$ cat config.mk
export PLATFORM = sky130hd
export DESIGN_NAME = segment_display_arbiter
export DESIGN_NICKNAME = d
export VERILOG_FILES = /design/src/rtl/seg_pkg.sv /design/src/rtl/segment_rr_pick.sv /design/src/rtl/segment_display_arbiter.sv
export SDC_FILE = /design/constraint.sdc
export NUM_CORES = 1
export LEC_CHECK = 0
export BUFFER_PORTS_ARGS = -buffer_cell sky130_fd_sc_hd__buf_4
export CAP_MARGIN = 5
export CORE_UTILIZATION = 25
export DETAILED_ROUTE_END_ITERATION = 6
export PLACE_DENSITY_LB_ADDON = 0.1
export SYNTH_ARGS = -nofsm -noshare
export SYNTH_HDL_FRONTEND = slang
export SYNTH_SLANG_ARGS = --single-unit
$ cat constraint.sdc
create_clock -name clk -period 4.18 [get_ports clk]
set_clock_uncertainty 0.2 [all_clocks]
set_input_delay 1.254 -clock clk [delete_from_list [all_inputs] [get_ports clk]]
set_output_delay 1.254 -clock clk [all_outputs]
set_load 0.02 [all_outputs]
$ cat src/rtl/seg_pkg.sv
// ============================================================================
// seg_pkg : shared types and constants for the segment display arbiter
// Rev 1.0
// ============================================================================
`default_nettype none

package seg_pkg;

  localparam int         NUM_REQ   = 3;
  localparam logic [7:0] SEG_BLANK = 8'hFF;

  typedef logic [3:0][7:0] seg_frame_t;

  typedef enum logic [0:0] {
    IDLE  = 1'b0,
    OWNED = 1'b1
  } state_t;

  function automatic logic [NUM_REQ-1:0] idx_onehot(input logic [1:0] idx);
    return {{(NUM_REQ-1){1'b0}}, 1'b1} << idx;
  endfunction

endpackage

`default_nettype wire

$ cat src/rtl/segment_rr_pick.sv
// ============================================================================
// segment_rr_pick : combinational round-robin search over three requesters
// Rev 1.0
// ============================================================================
`default_nettype none

module segment_rr_pick
  import seg_pkg::*;
(
  input  logic [NUM_REQ-1:0] req,
  input  logic [1:0]         start,
  output logic               found,
  output logic [1:0]         index
);

  logic [NUM_REQ-1:0] rot;
  logic [1:0]         offset;
  logic [2:0]         sum;

  // Rotate so the first candidate sits at bit 0, then a fixed priority scan
  always_comb begin
    case (start)
      2'd1:    rot = {req[0], req[2], req[1]};
      2'd2:    rot = {req[1], req[0], req[2]};
      default: rot = req;
    endcase
  end

  always_comb begin
    offset = 2'd2;
    if (rot[0])      offset = 2'd0;
    else if (rot[1]) offset = 2'd1;
  end

  always_comb begin
    found = |rot;
    sum   = {1'b0, start} + {1'b0, offset};
    if (sum >= 3'd3) sum = sum - 3'd3;
    index = sum[1:0];
  end

endmodule

`default_nettype wire

$ cat src/rtl/segment_display_arbiter.sv
// ============================================================================
// segment_display_arbiter : round-robin owner of a 4-digit 7-segment display
// with minimum/maximum hold times; registered grant and segment outputs.
// Rev 1.0
// ============================================================================
`default_nettype none

module segment_display_arbiter
  import seg_pkg::*;
#(
  parameter int         MIN_HOLD = 1000,
  parameter int         MAX_HOLD = 50000000,
  parameter logic [7:0] BLANK    = SEG_BLANK
) (
  input  logic               clk,
  input  logic               rst_n,
  input  logic [NUM_REQ-1:0] req,
  input  logic [31:0]        frame0,
  input  logic [31:0]        frame1,
  input  logic [31:0]        frame2,
  output logic [NUM_REQ-1:0] grant,
  output logic [7:0]         segment_data0,
  output logic [7:0]         segment_data1,
  output logic [7:0]         segment_data2,
  output logic [7:0]         segment_data3,
  output logic               busy
);

  localparam int HOLD_W = $clog2(MAX_HOLD + 1);
  localparam logic [HOLD_W-1:0] MIN_CNT = HOLD_W'(MIN_HOLD);
  localparam logic [HOLD_W-1:0] MAX_CNT = HOLD_W'(MAX_HOLD);

  state_t              state, state_nxt;
  logic [1:0]          owner, owner_nxt;
  logic [1:0]          last_owner, last_owner_nxt;
  logic [HOLD_W-1:0]   hold_cnt, hold_cnt_nxt;
  seg_frame_t          segs, segs_nxt;
  logic [NUM_REQ-1:0]  grant_nxt;

  logic [NUM_REQ-1:0]  owner_bit;
  logic                owner_req;
  logic                others_req;
  logic                release_now;
  logic [1:0]          pick_base;
  logic [1:0]          pick_start;
  logic [NUM_REQ-1:0]  pick_req;
  logic                pick_found;
  logic [1:0]          pick_idx;
  seg_frame_t          sel_frame;

  assign owner_bit  = idx_onehot(owner);
  assign owner_req  = |(req & owner_bit);
  assign others_req = |(req & ~owner_bit);

  assign release_now = (state == OWNED) && (hold_cnt >= MIN_CNT) &&
                       (!owner_req || ((hold_cnt >= MAX_CNT) && others_req));

  // The outgoing owner is masked so a release always hands to someone else
  assign pick_base  = (state == OWNED) ? owner : last_owner;
  assign pick_start = (pick_base == 2'd2) ? 2'd0 : pick_base + 2'd1;
  assign pick_req   = (state == OWNED) ? (req & ~owner_bit) : req;

  segment_rr_pick u_pick (
    .req   (pick_req),
    .start (pick_start),
    .found (pick_found),
    .index (pick_idx)
  );

  // State register (also captures the registered outputs)
  always_ff @(posedge clk or negedge rst_n) begin
    if (!rst_n) begin
      state      <= IDLE;
      owner      <= 2'd0;
      last_owner <= 2'd2;
      hold_cnt   <= '0;
      grant      <= '0;
      busy       <= 1'b0;
      segs       <= {4{BLANK}};
    end else begin
      state      <= state_nxt;
      owner      <= owner_nxt;
      last_owner <= last_owner_nxt;
      hold_cnt   <= hold_cnt_nxt;
      grant      <= grant_nxt;
      busy       <= |grant_nxt;
      segs       <= segs_nxt;
    end
  end

  // Next-state logic
  always_comb begin
    state_nxt      = state;
    owner_nxt      = owner;
    last_owner_nxt = last_owner;
    hold_cnt_nxt   = hold_cnt;
    case (state)
      IDLE: begin
        if (pick_found) begin
          state_nxt    = OWNED;
          owner_nxt    = pick_idx;
          hold_cnt_nxt = HOLD_W'(1);
        end
      end
      OWNED: begin
        if (release_now) begin
          last_owner_nxt = owner;
          if (pick_found) begin
            owner_nxt    = pick_idx;
            hold_cnt_nxt = HOLD_W'(1);
          end else begin
            state_nxt    = IDLE;
            hold_cnt_nxt = '0;
          end
        end else if (hold_cnt < MAX_CNT) begin
          hold_cnt_nxt = hold_cnt + 1'b1;
        end
      end
      default: state_nxt = IDLE;
    endcase
  end

  always_comb begin
    case (owner_nxt)
      2'd1:    sel_frame = frame1;
      2'd2:    sel_frame = frame2;
      default: sel_frame = frame0;
    endcase
  end

  // Output logic: a fresh grant or a requesting owner loads; otherwise freeze
  always_comb begin
    grant_nxt = '0;
    segs_nxt  = {4{BLANK}};
    if (state_nxt == OWNED) begin
      grant_nxt = idx_onehot(owner_nxt);
      if (state != OWNED || owner_nxt != owner || owner_req)
        segs_nxt = sel_frame;
      else
        segs_nxt = segs;
    end
  end

  assign segment_data0 = segs[0];
  assign segment_data1 = segs[1];
  assign segment_data2 = segs[2];
  assign segment_data3 = segs[3];

  a_grant_onehot0 : assert property (@(posedge clk) disable iff (!rst_n) $onehot0(grant))
    else $error("grant is multi-hot: %b", grant);

endmodule

`default_nettype wire
==> results.toml <==
[power]
p_leak_nw = 2.71
switching_share_pct = 41.5
pwr-share-clk_pct = 11.5
p_comb_share_pct = 71.0
p_seq_share_pct = 17.5
power.switching_mw = 2.82
powerDensity_mw_per_mm2 = 1110
intPower_mw = 3.98
vdd_ir_drop_max_uv = 550

[setup_path]
required_ns = 4.27
start_kind = "primary input"
end_kind = "flip-flop"
setup.worst_path.class = "in2reg"
worstPathArrival_ns = 4.39
cp_max_fo = 10

[status]
violations = "setup timing"
status = "finished with violations"

[placed_design]
portBuffers = 136
placedCellCount = 788
gp_congestion = 0.783
hpwlAfterDp_um = 9120

[layout]
finalNonFillerCells = 818
most-common-layout-cells = "buf_4 (158), nor2_1 (95), a21oi_1 (37)"
layout_commonest_cell = "buf_4"
final_net_count = 703
drive_gt1_share_pct = 46.2
area_growth_pct = 51.8
num_antenna_cells = 0

[sta]
finalHoldViolations = 0
fin_ws_ns = -0.126
finalSetupViolations = 31
worst_pin_slew_ns = 0.934
period_share_pct = 103
clock.fmax_ghz = 0.232
fin_tns_setup_ns = -3.44
rsz0062_at_grt = "true"
layout_min_cycle_time_ns = 4.31
worst_hold_slack_ns = 0.288
slew_viol_final = 0
maxSlewHeadroom_pct = 37.7

[route]
route.vias.total = 3963
firstDrtPassIters = 4
antenna_left = 0
viasPerCell = 4.84
drt-total-wl_um = 14200
drc = 0
drt_iter0_drc = 221
wl_per_cell_um = 17.4

[logic_synthesis]
yosysTopAreaCellShare_pct = 21.4
synth_xor_area_share_pct = 5.41
yosys.area_share.simple_pct = 21.5
synth_area_leader_cell = "dfstp_2"
synth_edf_count = 0
synth-compound-area-share_pct = 19.9
syn-num-nets = 543
synth_flop_cell = "dfrtp_1"
yosys.area_share.adder_pct = 1.73
syn_inst = 437
syn_area_mm2 = 0.00404
synth_top_family_by_area = "simple AND/OR/NAND/NOR gates"
syn_area_per_cell_um2 = 9.25
synthArstFlopShare_pct = 100
ys_top_cells_by_area = "dfstp_2 (21%), dfrtp_1 (21%), nor2_1 (9.0%)"
synth_cell_types = 56
synth_mux_area_share_pct = 3.84
ys_seq_area_share_pct = 42.5
ys_ff_latch = 67
yosys_warnings = 0

[clock_network]
numCtsBuffers = 9
cts_tree = "yes"
insertion_delay_ns = 0.35
postCtsHoldBufs = 0
cts_num_sinks = 67
ctsLongestPathBuffers = 2
cts.clk_slew.worst_paths_ns = 0.06
ctsRootBufferMaster = "clkbuf_16"
htreeDepth = 3

[die]
start_util_pct = 25.5
num_io_pins = 137
dieArea_mm2 = 0.0167
row_count = 46
die_x_um = 129
core_region_area_mm2 = 0.0158
die_h_um = 129

[grt]
grt_usage_pct = 16.3
grt_pass1_vias = 3994
grt_overflow_total = 0
grt_start_max_net_pins = 68
grt_antenna_before_repair = 1
grt_pass1_wl_um = 20900

[worst_hold_path]
hp-class = "reg2reg"

[job]
max_cap_violations = 0
[power by group through the flow]
stage	registers [mW]	logic, mW	clock network [mW]
finish	1.19	4.83	0.781
detailed placement	1.19	3.96	0
CTS	1.19	4.08	0.813
floorplan	1.37	2.39	0
global route	1.22	5.23	0.831
global placement	1.19	3.89	0
[kinds of logic (layout without fill, tap and decap cells)]
family	count (synthesis)	after routing
AND/OR/NAND/NOR	184	184
buffers and inverters	41	206
flip-flops	67	67
XOR/XNOR	25	25
adder cells (fa/ha/maj)	5	5
AO/OA/AOI/OAI	102	102
multiplexers	13	13
[metal layers]
layer  routed length (um)  up-vias  global-route usage (%)
met4                  267        0                    6.23
met2                 7010      108                    26.6
met5                    0        -                       0
met3                  631       16                    3.80
li1                     -     1903                       -
met1                 6330     1936                    20.8
[worst max-delay path: stages]
cell      delay, ns
buf_4          0.12
o21ai_1        0.16
a31oi_1        0.13
o21ai_1        0.16
ha_2           0.19
inv_2          0.03
fa_1           0.51
inv_2          0.05
ha_4           0.16
nor2b_4        0.15
mux2i_4        0.28
xor2_2         0.12
o41a_1         0.43
buf_6          0.16
nand2b_4       0.15
buf_12         0.15
o221a_2        0.19
[flip-flops by register name (all words and copies together), names as in the netlist]
signal         cells
hold_cnt          26
segment_data0      8
segment_data1      8
segment_data2      8
segment_data3      8
grant              3
last_owner         2
owner              2
busy               1
state              1
[cell type report]
class | count | area (um^2)
clock buffer | 13 | 282
clock inverter | 3 | 18.8
fill | 1579 | 9690
inverter | 12 | 45.0
multi-input combinational | 329 | 2230
sequential | 67 | 1720
tap | 216 | 270
timing repair buffer | 178 | 1580
[synth_stat cells (2+ instances only)]
cell type / count
o31ai_1: 5
o221a_1: 6
dfrtp_1: 34
nand3b_1: 2
nand2b_1: 2
buf_6: 5
a21oi_1: 38
buf_2: 11
nor2_1: 97
mux2_2: 5
mux2i_1: 5
clkbuf_1: 13
xor2_1: 20
a22oi_1: 2
nand2_1: 18
o2bb2ai_1: 2
and2_1: 4
nand4b_1: 4
o211ai_1: 2
dfstp_2: 33
nor2b_1: 4
and3_1: 8
inv_1: 12
xnor2_1: 5
a31oi_1: 4
nor3_1: 8
ha_1: 4
nor4_1: 3
o221a_2: 25
o21ai_0: 6
nand3_1: 13
nand4_1: 13
[metrics by stage]
| stage | util (%) | cell area, um^2 | power (mW) | setup slack [ns] |
|---|---|---|---|---|
| global placement | 34.8 | 5500 | 5.08 | -0.443 |
| CTS | 36.9 | 5840 | 6.08 | -0.122 |
| global route | 38.8 | 6140 | 7.28 | -0.305 |
| detailed placement | 34.8 | 5500 | 5.15 | -0.513 |
| floorplan | - | 4080 | 3.76 | -0.360 |
| finish | 38.8 | 6140 | 6.80 | -0.126 |
[worst paths after layout]
check | startpoint | end | slack [ns] | depth (start not counted)
min | segment_data3[5] | segment_data3[5] | 0.29 | 2
min reg2reg | segment_data3[5] | segment_data3[5] | 0.29 | 2
max reg2reg | owner[1] | segment_data3[4] | 0.05 | 18
max in group asynchronous | rst_n | hold_cnt[7] | 2.32 | 1
min in group asynchronous | rst_n | hold_cnt[0] | 0.80 | 1
max | req[1] | segment_data3[4] | -0.13 | 17
[repair_timing]
item                                    in CTS  in global routing
setup buffers                                1                  6
resized for setup                            6                 16
pin swaps                                    2                  5
cloned                                       0                  7
endpoints found under the setup margin      32                 33
Note: power is estimated with default switching activity, not from simulation.
